--- src/rtl/instr_fetch_unit.sv ---
// Instruction fetch unit: issues sequential word fetches, buffers in-order
// responses in a small FIFO and hands {instr, instr_pc} to decode. Redirects
// from execute flush the buffer and discard responses still in flight.
module instr_fetch_unit #(
    parameter logic [31:0] RESET_PC   = 32'h0000_0000,
    parameter int          FIFO_DEPTH = 2
) (
    input  logic        clk,
    input  logic        reset,
    output logic        imem_req_valid,
    input  logic        imem_req_ready,
    output logic [31:0] imem_req_addr,
    input  logic        imem_resp_valid,
    input  logic [31:0] imem_resp_data,
    input  logic        redirect_valid,
    input  logic [31:0] redirect_pc,
    output logic        instr_valid,
    input  logic        instr_ready,
    output logic [31:0] instr,
    output logic [31:0] instr_pc
);

    localparam int PTR_W = $clog2(FIFO_DEPTH);
    localparam int CNT_W = PTR_W + 1;
    localparam logic [CNT_W:0] DEPTH_W = (CNT_W + 1)'(FIFO_DEPTH);

    typedef enum logic [1:0] {
        BOOT,
        FETCH,
        DRAIN
    } state_t;

    state_t           state_q, state_d;
    logic [31:0]      pc_q, pc_d;
    logic [CNT_W-1:0] outstanding_q, outstanding_d;
    logic [CNT_W-1:0] fifoCount_q, fifoCount_d;
    logic [PTR_W-1:0] rdPtr_q, rdPtr_d;
    logic [PTR_W-1:0] wrPtr_q, wrPtr_d;
    logic [31:0]      fifoInstr_q [FIFO_DEPTH];
    logic [31:0]      fifoPc_q    [FIFO_DEPTH];

    logic             reqFire;
    logic             respTaken;
    logic             push;
    logic             pop;
    logic [CNT_W:0]   creditSum;

    assign instr_valid   = (fifoCount_q != '0);
    assign instr         = instr_valid ? fifoInstr_q[rdPtr_q] : 32'h0;
    assign instr_pc      = instr_valid ? fifoPc_q[rdPtr_q]    : 32'h0;
    assign imem_req_addr = pc_q;
    assign creditSum     = {1'b0, outstanding_q} + {1'b0, fifoCount_q};

    // Next-state logic: request credit, outstanding count, FIFO pointers and redirect handling.
    always_comb begin
        state_d        = state_q;
        pc_d           = pc_q;
        outstanding_d  = outstanding_q;
        fifoCount_d    = fifoCount_q;
        rdPtr_d        = rdPtr_q;
        wrPtr_d        = wrPtr_q;
        imem_req_valid = 1'b0;
        push           = 1'b0;
        respTaken      = imem_resp_valid && (outstanding_q != '0);
        pop            = instr_valid && instr_ready;

        case (state_q)
            BOOT: begin
                state_d = FETCH;
            end
            FETCH: begin
                imem_req_valid = (creditSum < DEPTH_W);
                push           = respTaken && !redirect_valid;
            end
            DRAIN: begin
                imem_req_valid = 1'b0;
            end
            default: begin
                state_d = BOOT;
            end
        endcase

        reqFire = imem_req_valid && imem_req_ready;

        if (reqFire) begin
            pc_d = pc_q + 32'd4;
        end

        case ({reqFire, respTaken})
            2'b10:   outstanding_d = outstanding_q + CNT_W'(1);
            2'b01:   outstanding_d = outstanding_q - CNT_W'(1);
            default: outstanding_d = outstanding_q;
        endcase

        if (redirect_valid) begin
            fifoCount_d = '0;
            rdPtr_d     = '0;
            wrPtr_d     = '0;
        end else begin
            if (push) begin
                wrPtr_d = wrPtr_q + PTR_W'(1);
            end
            if (pop) begin
                rdPtr_d = rdPtr_q + PTR_W'(1);
            end
            case ({push, pop})
                2'b10:   fifoCount_d = fifoCount_q + CNT_W'(1);
                2'b01:   fifoCount_d = fifoCount_q - CNT_W'(1);
                default: fifoCount_d = fifoCount_q;
            endcase
        end

        if (redirect_valid) begin
            pc_d = redirect_pc & ~32'd3;
            if (state_q != BOOT) begin
                state_d = (outstanding_d != '0) ? DRAIN : FETCH;
            end
        end else if (state_q == DRAIN && outstanding_d == '0) begin
            state_d = FETCH;
        end
    end

    // Control registers, cleared asynchronously while reset is low.
    always_ff @(posedge clk or negedge reset) begin
        if (!reset) begin
            state_q       <= BOOT;
            pc_q          <= RESET_PC;
            outstanding_q <= '0;
            fifoCount_q   <= '0;
            rdPtr_q       <= '0;
            wrPtr_q       <= '0;
        end else begin
            state_q       <= state_d;
            pc_q          <= pc_d;
            outstanding_q <= outstanding_d;
            fifoCount_q   <= fifoCount_d;
            rdPtr_q       <= rdPtr_d;
            wrPtr_q       <= wrPtr_d;
        end
    end

    // FIFO storage; contents only matter while the count marks them valid.
    always_ff @(posedge clk) begin
        if (push) begin
            fifoInstr_q[wrPtr_q] <= imem_resp_data;
            fifoPc_q[wrPtr_q]    <= pc_q - {outstanding_q, 2'b00} + {fifoCount_q, 2'b00} - {fifoCount_q, 2'b00};
        end
    end

endmodule

--- config.mk ---
export PLATFORM = sky130hd
export DESIGN_NAME = instr_fetch_unit
export DESIGN_NICKNAME = d
export VERILOG_FILES = /design/src/rtl/instr_fetch_unit.sv
export SDC_FILE = /design/constraint.sdc
export NUM_CORES = 1
export LEC_CHECK = 0
export BUFFER_PORTS_ARGS = -buffer_cell sky130_fd_sc_hd__clkbuf_2
export CAP_MARGIN = 0
export CORE_AREA = 2 2 135 137
export DETAILED_ROUTE_END_ITERATION = 10
export DIE_AREA = 0 0 137 139
export PLACE_DENSITY = 0.76
export SLEW_MARGIN = 15
export SYNTH_ARGS = -nofsm -noshare
export SYNTH_HDL_FRONTEND = slang
export SYNTH_SLANG_ARGS = --single-unit
--- constraint.sdc ---
create_clock -name clk -period 5.8 [get_ports clk]
set_input_delay 1.16 -clock clk [delete_from_list [all_inputs] [get_ports clk]]
set_output_delay 1.16 -clock clk [all_outputs]
set_load 0.005 [all_outputs]
==> summary.md, run 1 <==
| Metric | Value |
|---|---|
| Status | `finished, final reports clean` |
| Startpoint class of the critical path | `flop` |
| Most frequent cells in the layout | `clkbuf_2, edfxtp_1, nor2_1` |
| CTS Buf Count | `17` |
| Root Driver | `clkbuf_16` |
| Nets | `around 1100` |
| Pwr Density | `~380 nW/µm²` |
| Die W | `137 µm` |
| Largest net degree at the start of global routing | `70` |
| Total GRT Usage | `18.4%` |
| Deepest clock path buffer count | `2` |
| Clock sink count | `162` |
| Die height | `139 µm` |
| First-pass GRT wire length | `approximately 28 mm` |
| Flop2flop setup slack | `1.87 ns` |
| Tcrit/Tclk final | `67.7%` |
| Share of cells above drive strength 1 | `22.4%` |
| Crit end category | `flop` |
| Post-synthesis sequential area ratio | `53.8%` |
| Ant diodes | `0` |
| TritonRoute pass-1 iters | `5` |
| CTS tree | `done` |
| Row cnt | `49` |
| Die area | `19000 µm²` |
| R2R Path End | `fifoPc_q[1][30]` |
| Cts hold-fix bufs | `0` |
| Top_reg_cell synth | `edfxtp_1` |
| Hold Path Sink | `state_q[0]` |
| Utilization after layout | `58.3%` |
| Req. time, crit path | `just under 6 ns` |
| Routed WL | `17.0 mm` |
| Initial antenna violation count | `0` |
| Slew of the pin with the lowest slew margin | `1.13 ns` |
| Post-Syn Instances | `764` |
| # resized after CTS | `0` |
| Initial Util | `49.2%` |
| Number of vias per cell | `5.08` |
| Gpl congestion | `0.863` |
| Hold slack | `about 0.54 ns` |
| Synth warn | `0` |
| Fill count | `1509` |
| Congestion Overflow GR | `0` |
| Lkg Pwr | `between 4 and 5 nW` |
| Fin. max-slew vios | `0` |
| Crit Path Max Fanout | `5` |
| WHS Path Cells | `1` |
| # IOs | `168` |
| Setup CP Type | `flop to flop` |
| IO buf count | `approximately 160` |
| Number of setup buffers added after CTS | `0` |
| Area of the multi-input gates | `between 3000 and 4000 µm²` |
| Number of flops mapped to enable cells by yosys | `about 120` |
| #FFs+latches synth | `162` |
| Hold Path Class | `flop to flop` |
| Number of routed nets with antenna violations | `0` |
| Max H-tree Level | `4` |
| Worst Skew | `0.0172 ns` |
| Area grow syn2layout | `18.4%` |
| RSZ-0062 raised after global routing | `false` |
| Post-DR wirelength/cell | `14.6 µm` |
| Commonest non-fill, non-tap cell in the layout | `clkbuf_2` |
| Vias in the first global route | `5924` |
| Post-synthesis cell type count | `~50` |
| Final min period | `3.93 ns` |
| Syn avg cell area | `11.4 µm²` |
| Vias | `5918` |
| Worst-path clk slew | `about 0.07 ns` |
| Crit path DAT | `4.08 ns` |
| Core Region | `17700 µm²` |
| Worst slew margin | `24.9%` |
| Hold path start | `state_q[0]` |
| Final Hold Violating Endpoints | `0` |
| Fmax achieved | `around 0.25 GHz` |
| Clock Latency Late Sink | `about 0.42 ns` |
| Drt drc | `0` |
| Final setup viols | `0` |
| Worst VDD drop | `0.218 mV` |
| TNS Setup | `0 ns` |
| RR Startpoint | `imem_req_addr[3]` |
| DR iter-0 viols | `340` |
| Sequential cell area | `4680 µm²` |
| Worst R2R Path Depth | `11` |
| Non-filler cells, final | `1164` |
| Async SR Flop Fraction | `23.5%` |
| DPL Wire Length | `11.9 mm` |
| Mapped cell area | `8690 µm²` |
| Max-Cap Viols | `0` |
| Placed cells | `1132` |
==> kinds of logic after synthesis <==
kind of cell	after synthesis	synth area share, %
AOI/OAI and AO/OA	119	7.89
xor gates and xnor gates	65	6.55
adders and majority gates	63	9.50
buffers and inverters	70	3.20
DFF	162	53.8
muxes	64	7.37
other	1	0.0432
and+or+nand+nor	220	11.6
==> report_power, final <==
part | internal (W) | switching [W]
clock network | 0.000594 | 0.000470
logic | 0.000527 | 0.000671
registers | 0.00148 | 0.000135
==> critical path, cell delays in order (launching register included) <==
cell and delay, ns:
dfrtp_1 0.41, inv_1 0.08, fa_1 0.56, fa_1 0.46, fa_1 0.44, nand2b_1 0.18, a21oi_1 0.26, o211ai_1 0.18
a21oi_1 0.23, o21ai_0 0.18, o41ai_1 0.53, xnor2_1 0.14
==> synth_stat cells (all sizes together), types with 2 or more instances <==
library cell / instances / area, µm²
a31oi: 2 / 12.5
nand3: 11 / 65.1
a21oi: 33 / 165
xor2: 14 / 123
a21o: 6 / 45.0
nor3: 7 / 35.0
nand4: 6 / 52.6
inv: 41 / 154
xnor2: 51 / 447
ha: 58 / 726
nor4: 2 / 27.5
dfrtp: 38 / 951
fa: 5 / 100
a21boi: 2 / 15.0
buf: 9 / 48.8
nor2: 94 / 353
nor2b: 2 / 12.5
o2111ai: 3 / 26.3
edfxtp: 124 / 3720
nand2: 71 / 267
a211oi: 2 / 15.0
o21bai: 3 / 22.5
o211ai: 7 / 52.6
mux2i: 64 / 641
nand2b: 8 / 50.1
clkbuf: 20 / 75.1
and2: 6 / 37.5
and3: 6 / 42.5
o21ai: 53 / 265
==> per-layer routing <==
| metal | vias up | global-route usage, % | routed length [µm] |
|---|---|---|---|
| li1 | 2999 | - | - |
| met1 | 2757 | 23.7 | 7850 |
| met2 | 144 | 30.6 | 8270 |
| met3 | 18 | 4.20 | 683 |
| met4 | 0 | 6.08 | 225 |
| met5 | - | 0 | 0 |
==> sequential cells by signal (all words and copies together) (netlist names) <==
signal	flops
fifoInstr_q	64
fifoPc_q	60
imem_req_addr	30
fifoCount_q	2
outstanding_q	2
state_q	2
rdPtr_q	1
wrPtr_q	1
==> worst max path at each step <==
stage / from / end / slack [ns] / cells past startpoint
finish: imem_req_addr[3] / fifoPc_q[1][30] / 1.87 / 11
global route: imem_req_addr[3] / fifoPc_q[1][30] / 1.66 / 11
CTS: imem_req_addr[3] / fifoPc_q[1][30] / 1.87 / 11
detailed placement: imem_req_addr[3] / fifoPc_q[0][30] / 1.90 / 11
global placement: imem_req_addr[3] / fifoPc_q[0][30] / 1.98 / 11
floorplan: imem_resp_valid / fifoInstr_q[1][0] / 1.31 / 3
==> cell type report <==
cell class	instances	share of cell area, %
Sequential cell	162	45.5
Timing Repair Buffer	165	8.12
Clock buffer	17	4.13
Inverter	41	1.50
Tap cell	229	2.78
Clock inverter	15	1.29
Multi-Input combinational cell	535	36.7
==> per-stage QoR <==
| stage | total power [W] | cell area [µm²] | setup slack [ns] |
|---|---|---|---|
| 5_1_grt | 0.00412 | 10300 | 1.66 |
| 6_report | 0.00388 | 10300 | 1.87 |
| 4_1_cts | 0.00392 | 10300 | 1.87 |
| 2_1_floorplan | 0.00247 | 8710 | 1.31 |
| 3_5_place_dp | 0.00284 | 9730 | 1.90 |
| 3_3_place_gp | 0.00279 | 9730 | 1.98 |
No activity file was read; power rests on OpenSTA's default activity.
==> run 2: changes to the inputs <==
- ABC_AREA: not set -> 1
- CORE_AREA: 2 2 135 137 -> 2 2 142 144
- DIE_AREA: 0 0 137 139 -> 0 0 144 146
- PLACE_DENSITY: 0.76 -> 0.72
- clock period: 5.8 -> 3.7 ns (I/O delays scaled with it)
==> summary.md, run 2 <==
| Metric | Value |
|---|---|
| Status | `finished, final reports clean` |
| Worst Skew | `0.0130 ns (-0.00425 ns)` |
| Max H-tree Level | `4 (unchanged)` |
| CP max stage delay | `0.56 ns (about the same)` |
| Max-Cap Viols | `0 (unchanged)` |
| DPL Wire Length | `16.4 mm (+38%)` |
| Commonest non-fill, non-tap cell in the layout | `nand2_1` |
| Worst slew margin | `32.2% (+7.3 points)` |
| Gpl congestion | `0.923 (+6.9%)` |
| Area grow syn2layout | `17.8%` |
| Final setup viols | `0 (unchanged)` |
| Deepest clock path buffer count | `2 (unchanged)` |
| Row cnt | `51 (+4.1%)` |
| Syn avg cell area | `8.31 µm² (-27%)` |
| Placed cells | `1563 (+38%)` |
| Max reg flops | `64 (unchanged)` |
| Crit-path slowest cell | `fa_1` |
| # IOs | `168 (unchanged)` |
| Most common cell on crit path | `nand3_1` |
| Pwr Density | `707 nW/µm² (+88%)` |
| Die W | `144 µm (+5.1%)` |
| Fin. max-slew vios | `0 (unchanged)` |
| Hold Path Class | `primary input to async pin` |
| Vias in the first global route | `7505 (+27%)` |
| Largest net degree at the start of global routing | `65 (-7.1%)` |
| Synth area leader | `edfxtp_1` |
| # resized after CTS | `0 (unchanged)` |
| Die area | `21000 µm² (+10%)` |
| Routed WL | `22.5 mm (+32%)` |
| First-pass GRT wire length | `36.1 mm (+30%)` |
| Count leader, synth | `nand2_1` |
| RSZ-0062 raised after global routing | `false` |
| #FFs+latches synth | `162 (unchanged)` |
| Post-Syn Instances | `1159 (+52%)` |
| Mapped cell area | `9630 µm² (+11%)` |
| CP Cell Sequence | `inv_1 > fa_1 > fa_1 > fa_1 > inv_1 > nand3_1 > nand3_1 > nand3_1 > nand2_1 > nand2_1 > nand3_1 > nand2_1` |
| Post-synthesis cell type count | `34 (-33%)` |
| Crit path DAT | `3.35 ns (-0.73 ns)` |
| Congestion Overflow GR | `0 (unchanged)` |
| Clock Latency Late Sink | `0.43 ns (about the same)` |
| Flop2flop setup slack | `0.54 ns (-1.34 ns)` |
| Req. time, crit path | `3.89 ns (-2.06 ns)` |
| Number of flops mapped to enable cells by yosys | `124 (unchanged)` |
| Final Hold Violating Endpoints | `0 (unchanged)` |
| Nets | `1450 (+37%)` |
| Initial Util | `49.8% (+0.61 points)` |
| IO buf count | `161 (unchanged)` |
| Ant diodes | `0 (unchanged)` |
| Initial antenna violation count | `0 (unchanged)` |
| R2R Path End | `fifoPc_q[1][30]` |
| TritonRoute pass-1 iters | `5 (unchanged)` |
| Async SR Flop Fraction | `23.5% (unchanged)` |
| Startpoint class of the critical path | `flop` |
| Die height | `146 µm (+5.0%)` |
| Slew of the pin with the lowest slew margin | `1.02 ns (-0.110 ns)` |
| CTS Buf Count | `17 (unchanged)` |
| Cts hold-fix bufs | `0 (unchanged)` |
| Number of setup buffers added after CTS | `0 (unchanged)` |
| Total GRT Usage | `21.6% (+3.1 points)` |
| CTS tree | `done` |
| Crit end category | `flop` |
| DR iter-0 viols | `424 (+25%)` |
| TNS Setup | `0 ns (unchanged)` |
| Worst R2R Path Depth | `12 (+1)` |
| Fmax achieved | `0.316 GHz (+24%)` |
| Top_reg_cell synth | `edfxtp_1` |
| Post-synthesis sequential area ratio | `48.5% (-5.3 points)` |
| Number of vias per cell | `4.95 (-2.6%)` |
| Clock sink count | `162 (unchanged)` |
| Largest cells by area after synthesis | `edfxtp_1, nand2_1, dfrtp_1, ha_1, inv_1` |
| Lkg Pwr | `5.47 nW (+30%)` |
| Synth warn | `0 (unchanged)` |
| Most frequent cells in the layout | `nand2_1, clkbuf_2, inv_1` |
| Worst-path clk slew | `0.07 ns (about the same)` |
| RR Startpoint | `imem_req_addr[3]` |
| Drt drc | `0 (unchanged)` |
| Synth cell count leaders | `nand2_1, inv_1, edfxtp_1` |
| Non-filler cells, final | `1595 (+37%)` |
| Crit Path Max Fanout | `6 (+1)` |
| Share of cells above drive strength 1 | `16.4% (-6.0 points)` |
| Setup CP Type | `flop to flop` |
| Final min period | `3.16 ns (-0.765 ns)` |
| Core Region | `19300 µm² (+9.5%)` |
| Top-area cell type share of the netlist area | `38.7% (-4.2 points)` |
| Vias | `7901 (+34%)` |
| Number of routed nets with antenna violations | `0 (unchanged)` |
| Tcrit/Tclk final | `85.5% (+18 points)` |
| Root Driver | `clkbuf_16` |
| Reg with most FFs | `fifoInstr_q` |
| Worst VDD drop | `0.393 mV (+80%)` |
| Post-DR wirelength/cell | `14.1 µm (-3.6%)` |
==> run 2: cell types whose count changed in the layout (fill, tap and decap cells not counted), sizes merged, moves of 16 or more <==
cell,before,now
nand2,71,424
inv,46,166
mux2i,64,0
a21oi,33,83
xnor2,51,3
nand3,11,55
o21ai,53,19
xor2,14,30
==> run 2: cell families (layout without fill, tap and decap cells) <==
family	Yosys count	count (layout)	synth area share, %
adders and majority gates	63	63	8.57
xor gates and xnor gates	33	33	3.00
buffers and inverters	192	360	7.78
and+or+nand+nor	577	577	24.5
AOI/OAI and AO/OA	131	131	7.60
DFF	162	162	48.5
other	1	4	0.0389
==> run 2: where the power goes <==
group | internal (W) | switching [W]
Clock | 0.00102 | 0.000772
Sequential | 0.00250 | 0.000232
Combinational | 0.00122 | 0.00228
Total | 0.00473 | 0.00328
==> run 2: area by class of cell <==
class                           count  area (µm²)
Clock buffer                       18         429
Multi-Input combinational cell    808        4240
Fill cell                        1731        7990
Sequential cell                   162        4680
Timing Repair Buffer              168         896
Clock inverter                     14         171
Tap cell                          265         332
Inverter                          160         601
==> run 2: worst max-delay path: cells and delay by family (launching register included) <==
family	cells	cell delay, ns
flops	1	0.47
fa+ha+maj	3	1.49
buf+inv	2	0.20
simple gates	7	0.75
==> run 2: worst max-delay path by stage <==
stage	start	endpoint	slack (ns)	depth (start not counted)
detailed placement	imem_req_addr[3]	fifoPc_q[1][30]	0.52	12
global placement	imem_req_addr[3]	fifoPc_q[0][30]	0.60	12
CTS	imem_req_addr[3]	fifoPc_q[1][30]	0.51	12
finish	imem_req_addr[3]	fifoPc_q[1][30]	0.54	12
global route	imem_req_addr[3]	fifoPc_q[0][31]	0.33	14
floorplan	imem_resp_valid	fifoInstr_q[0][0]	-0.37	3
==> run 2: per-stage QoR <==
step	utilization (%)	worst slack [ns]	instance area (µm²)	hold slack, ns	total power, W
6_report	58.7	0.537	11300	0.461	0.00802
4_1_cts	58.7	0.509	11300	0.487	0.00807
3_5_place_dp	55.6	0.516	10700	0.572	0.00625
5_1_grt	58.7	0.327	11300	0.488	0.00865
2_1_floorplan	-	-0.374	9640	0.444	0.00515
3_3_place_gp	55.6	0.601	10700	0.555	0.00613
==> run 2: routing by layer <==
| metal | wire length, µm | GRT usage (%) |
|---|---|---|
| met1 | 10400 | 29.3 |
| met2 | 10400 | 35.2 |
| met3 | 1440 | 4.11 |
| met4 | 354 | 6.08 |
| met5 | 0 | 0 |
